### config.mk
export PLATFORM = sky130hd
export DESIGN_NAME = victim_wb_buffer
export DESIGN_NICKNAME = d
export VERILOG_FILES = /design/src/rtl/victim_wb_buffer.sv
export SDC_FILE = /design/constraint.sdc
export NUM_CORES = 1
export LEC_CHECK = 0
export CORE_MARGIN = 2
export CORE_UTILIZATION = 33
export CTS_BUF_LIST = sky130_fd_sc_hd__clkbuf_4
export DETAILED_ROUTE_END_ITERATION = 6
export SYNTH_ARGS = -nofsm -noshare
export SYNTH_HDL_FRONTEND = slang
export SYNTH_SLANG_ARGS = --single-unit
### constraint.sdc
create_clock -name clk -period 9.5 [get_ports clk]
set_input_delay 2.85 -clock clk [delete_from_list [all_inputs] [get_ports clk]]
set_output_delay 2.85 -clock clk [all_outputs]
set_load 0.01 [all_outputs]
### src/rtl/victim_wb_buffer.sv
// Victim write-back buffer: a coalescing write FIFO drained to memory one word at a time,
// with combinational byte-wise forwarding for refill probes.
module victim_wb_buffer #(
    parameter  int unsigned DEPTH = 8,
    parameter  int unsigned AW    = 19,
    parameter  int unsigned DW    = 16,
    localparam int unsigned BW    = DW / 8,
    localparam int unsigned PW    = $clog2(DEPTH)
) (
    input  logic          clk,
    input  logic          reset,
    input  logic [AW-1:0] vwb_addr,
    input  logic [DW-1:0] vwb_data_out,
    input  logic [BW-1:0] vwb_bytesel,
    input  logic          vwb_access,
    input  logic          vwb_wr_en,
    output logic          vwb_ack,
    output logic [AW-1:0] m_addr,
    output logic [DW-1:0] m_data_out,
    output logic [BW-1:0] m_bytesel,
    output logic          m_access,
    output logic          m_wr_en,
    input  logic          m_ack,
    input  logic [AW-1:0] probe_addr,
    output logic          probe_hit,
    output logic [DW-1:0] probe_data,
    output logic [BW-1:0] probe_bytesel,
    input  logic          flush,
    output logic          flush_done,
    output logic [PW:0]   level,
    output logic          full,
    output logic          empty
);

    typedef enum logic [1:0] {StIdle, StIssue, StGap} state_e;

    localparam logic [PW:0] FullCount = (PW+1)'(DEPTH);

    logic [AW-1:0]    addr_q [DEPTH];
    logic [DW-1:0]    data_q [DEPTH];
    logic [BW-1:0]    be_q   [DEPTH];
    logic [DEPTH-1:0] valid_q;
    logic [PW-1:0]    head_q, tail_q, young_idx;
    logic [PW:0]      count_q;
    logic             vwb_ack_q;
    state_e           state_q, state_d;
    logic             accept, head_busy, merge, push, pop;

    assign full      = (count_q == FullCount);
    assign empty     = (count_q == '0);
    assign level     = count_q;
    assign vwb_ack   = vwb_ack_q;
    assign young_idx = tail_q - PW'(1);

    // The entry being issued must stay stable, so it cannot absorb a coalescing write.
    assign head_busy = (state_q == StIssue) && (young_idx == head_q);
    assign accept    = vwb_access && vwb_wr_en && !full && !vwb_ack_q;
    assign merge     = accept && !empty && (addr_q[young_idx] == vwb_addr) && !head_busy;
    assign push      = accept && !merge;
    assign pop       = (state_q == StIssue) && m_ack;

    always_ff @(posedge clk or negedge reset) begin
        if (!reset) begin
            head_q    <= '0;
            tail_q    <= '0;
            count_q   <= '0;
            valid_q   <= '0;
            vwb_ack_q <= 1'b0;
        end else begin
            vwb_ack_q <= accept;
            count_q   <= count_q + (PW+1)'(push) - (PW+1)'(pop);
            if (push) begin
                tail_q          <= tail_q + PW'(1);
                valid_q[tail_q] <= 1'b1;
            end
            if (pop) begin
                head_q          <= head_q + PW'(1);
                valid_q[head_q] <= 1'b0;
            end
        end
    end

    always_ff @(posedge clk) begin
        if (push) begin
            addr_q[tail_q] <= vwb_addr;
            data_q[tail_q] <= vwb_data_out;
            be_q[tail_q]   <= vwb_bytesel;
        end else if (merge) begin
            for (int b = 0; b < int'(BW); b++) begin
                if (vwb_bytesel[b]) data_q[young_idx][b*8 +: 8] <= vwb_data_out[b*8 +: 8];
            end
            be_q[young_idx] <= be_q[young_idx] | vwb_bytesel;
        end
    end

    always_ff @(posedge clk or negedge reset) begin
        if (!reset) state_q <= StIdle;
        else        state_q <= state_d;
    end

    always_comb begin
        state_d = state_q;
        unique case (state_q)
            StIdle:  if (!empty) state_d = StIssue;
            StIssue: if (m_ack)  state_d = StGap;
            StGap:   state_d = StIdle;
            default: state_d = StIdle;
        endcase
    end

    always_comb begin
        m_access   = 1'b0;
        m_addr     = '0;
        m_data_out = '0;
        m_bytesel  = '0;
        if (state_q == StIssue) begin
            m_access   = 1'b1;
            m_addr     = addr_q[head_q];
            m_data_out = data_q[head_q];
            m_bytesel  = be_q[head_q];
        end
    end

    assign m_wr_en    = m_access;
    assign flush_done = flush && empty && (state_q == StIdle);

    // Walk oldest to newest so younger entries overwrite older bytes.
    always_comb begin : probe_scan
        logic [PW-1:0] idx;
        idx           = head_q;
        probe_data    = '0;
        probe_bytesel = '0;
        for (int k = 0; k < int'(DEPTH); k++) begin
            idx = head_q + PW'(k);
            if (valid_q[idx] && (addr_q[idx] == probe_addr)) begin
                for (int b = 0; b < int'(BW); b++) begin
                    if (be_q[idx][b]) begin
                        probe_data[b*8 +: 8] = data_q[idx][b*8 +: 8];
                        probe_bytesel[b]     = 1'b1;
                    end
                end
            end
        end
    end

    assign probe_hit = (probe_bytesel != '0);

endmodule

==> flow_summary.ini, run 1 <==
[cells_and_area]
drive_gt1_share_pct = 27.8
final_cells = 3797
area_growth_pct = 15.0
layout_commonest_cell = mux4_2
stdcell_area_um2 = 33600
final_cell_mix = 341 x mux4_2, 307 x mux2i_1, 296 x edfxtp_1, 212 x nand2_1, 190 x nor2_1
utilization_pct = 38.2
fillers = 8399
nNetsFinal = 2626

[setup_path]
crit_chain = clkdlybuf4s50_1, or3_1, a2111oi_4, nand4_1, or4_1, buf_12, buf_4, a2111oi_2, o211ai_1, a31oi_2, clkdlybuf4s50_1
setup.worst_path.start_class = input pin
path_max_fanout = 14
end_kind = primary output
critPathTopFamily = buffers and inverters
r2r_slack_ns = 2.15
crit_buf_inv = 4
max_stage_delay_ns = 0.58
r2r-start = tail_q[0]
cp.arrival_ns = 6.59
r2r.worst_path.cells = 12
crit_cells = 11
cp.required_ns = 6.65
worst_r2r_endpoint = data_q[2][0]
cp_slowest_cell = clkdlybuf4s50_1
path_common_cell = clkdlybuf4s50_1
crit_type = in -> out

[min_path]
worstHoldStart = state_q[1]
holdPathStages = 1
min_path_type = reg -> reg
hold_end = state_q[0]

[clocking]
cts_buffers = 89
cts_sinks = 317
cts-root-buf = clkbuf_4
cts_tree = done
clk_pin_slew_ns = 0.06
cts.path.max_buffers = 3
clk_latency_ns = 0.94
h-tree-depth = 3

[grt]
grt_pass1_vias = 23662
antenna_found_initial = 8
grt_max_degree = 73
grt_pass1_wl_mm = 167
grt_overflow = 0
grt_usage_pct = 25.0

[pwr]
pwr-share-clk_pct = 10.4
p_comb_share_pct = 75.3
power_density_nw_per_um2 = 401
ir_drop_mv = 0.309
switching_share_pct = 50.6
intPower_w = 0.00665
total_leakage_power_nw = 11.7
p_sw_w = 0.00680
seq_power_share_pct = 14.3

[placed_design]
finalWeightedCongestion = 1.02
dp_hpwl_mm = 81.0
dp.cells = 3614
io_buffers = 127
placed_area_um2 = 32100

[route]
num_vias = 24479
vias_per_cell = 6.45
routedWlPerCell_um = 30.3
postRouteAntennaNets = 0
route.detailed.drc = 0
drt_pass1_iterations = 6
drt_wl_total_mm = 115
drt_iter0_markers = 3334

[timing]
fin_tns_setup_ns = 0
worstMarginPinSlew_ns = 1.35
hold-worst-slack_ns = 0.456
hold_viol_final = 0
setup_viol = 0
slew_headroom_pct = 9.59
fmax_ghz = 0.106
skew_ns = 0.0868
drv_slew = 0
finalCritPeriodShare_pct = 99.4
fin_crit_ns = 9.44

[floorplan]
die-width_um = 301
rows = 109
fp.dieH_um = 301
io_pins = 128
die_area_um2 = 90900
initial_utilization_pct = 33.2
core_um2 = 88000

[synth]
synth_nets = 2482
synth_area_um2 = 29200
synth_cell_types = 87
synth_seq_area_share_pct = 32.2
synth_enable_flop_cells = 296
async_reset_ff_share_pct = 6.62
ys_ff_latch = 317
avgSynthCellArea_um2 = 12.1
yosys_warnings = 0
syn_inst = 2405
synth_flop_cell = edfxtp_1

[run]
maxCapViolCount = 0

[run_status]
status = finished clean
## stage by stage
stage               setup slack [ns]  power [W]
floorplan                       1.07    0.00874
global placement              -0.193     0.0116
detailed placement            -0.197     0.0117
CTS                          0.00964     0.0132
global route               -0.000561     0.0140
finish                        0.0577     0.0135
## final cells by class
| type | count | area, um^2 | share of cell area, % |
|---|---|---|---|
| repair buffers | 260 | 2520 | 7.50 |
| multi-input cells | 1845 | 18800 | 55.9 |
| clock buffers | 123 | 923 | 2.75 |
| diodes | 9 | 22.5 | 0.0671 |
| inverters | 36 | 141 | 0.421 |
| clock inverters | 42 | 315 | 0.939 |
| flip-flops and latches | 317 | 9430 | 28.1 |
| well taps | 1165 | 1460 | 4.34 |
## cells by family (layout without fill, tap and decap cells)
group	after synthesis	in the layout	share of synthesized area, %
AND/OR/NAND/NOR	614	614	9.78
XOR/XNOR	152	153	4.65
flip-flops	317	317	32.2
buffers and inverters	244	461	4.29
multiplexers	694	694	38.6
AO/OA/AOI/OAI	369	369	9.76
adder cells (fa/ha/maj)	15	15	0.669
other	0	9	0
## cells in the mapped netlist, drive strengths merged (22+ instances only)
| cell | n | area [um^2] |
|---|---|---|
| xnor2 | 120 | 1050 |
| nor3 | 41 | 225 |
| inv | 33 | 126 |
| clkbuf | 59 | 223 |
| o211ai | 26 | 195 |
| a22oi | 35 | 263 |
| mux2 | 46 | 518 |
| mux4 | 341 | 7680 |
| a21oi | 31 | 155 |
| xor2 | 32 | 307 |
| edfxtp | 296 | 8890 |
| mux2i | 307 | 3070 |
| nand3 | 35 | 175 |
| o21ai | 26 | 130 |
| nand2 | 212 | 796 |
| a2111oi | 22 | 332 |
| nor2 | 191 | 717 |
| o22ai | 75 | 469 |
| a31oi | 25 | 156 |
| buf | 149 | 893 |
## layer usage
layer | vias to the layer above | track usage [%] | wire [um]
li1 | 10087 | - | -
met1 | 12502 | 33.5 | 45100
met2 | 1576 | 38.8 | 52600
met3 | 308 | 5.74 | 12000
met4 | 6 | 11.0 | 5320
met5 | - | 0 | 29
## sequential cells by signal (all words and copies together), names as in the netlist
register  cells
data_q      128
addr_q      152
be_q         16
valid_q       8
vwb_ack       1
state_q       2
tail_q        3
level         4
head_q        3
## worst max path at each step
stage	startpoint	end	slack, ns
after floorplan	head_q[1]	probe_data[0]	1.07
after global placement	probe_addr[13]	probe_data[1]	-0.19
after detailed placement	probe_addr[13]	probe_data[1]	-0.20
after CTS	probe_addr[13]	probe_data[1]	0.01
after global routing	probe_addr[6]	probe_data[6]	-0.0006
final	probe_addr[6]	probe_data[6]	0.06
## power groups by stage
| stage | Sequential (W) | Combinational, W | Clock [W] |
|---|---|---|---|
| 2_1_floorplan | 0.00178 | 0.00696 | 0 |
| 3_3_place_gp | 0.00194 | 0.00964 | 0 |
| 3_5_place_dp | 0.00196 | 0.00971 | 0 |
| 4_1_cts | 0.00193 | 0.00984 | 0.00144 |
| 5_1_grt | 0.00195 | 0.0106 | 0.00150 |
| 6_report | 0.00193 | 0.0101 | 0.00140 |
## repair_timing
item,in CTS,in global routing
endpoints found under the setup margin,18,19
pin swaps,2,0
hold buffers,0,0
setup buffers,2,6
gates resized for setup,7,14
cloned,1,0
No activity file was read; power rests on OpenSTA's default activity.
==> run 2: changes to the inputs <==
--- a/config.mk
+++ b/config.mk
@@ -5,6 +5,7 @@
 export SDC_FILE = /design/constraint.sdc
 export NUM_CORES = 1
 export LEC_CHECK = 0
+export ABC_CLOCK_PERIOD_IN_PS = 9500
 export CORE_MARGIN = 2
 export CORE_UTILIZATION = 33
 export CTS_BUF_LIST = sky130_fd_sc_hd__clkbuf_4
==> results of run 2 <==
The final DEF is identical to that of run 1; final timing and power are the same.
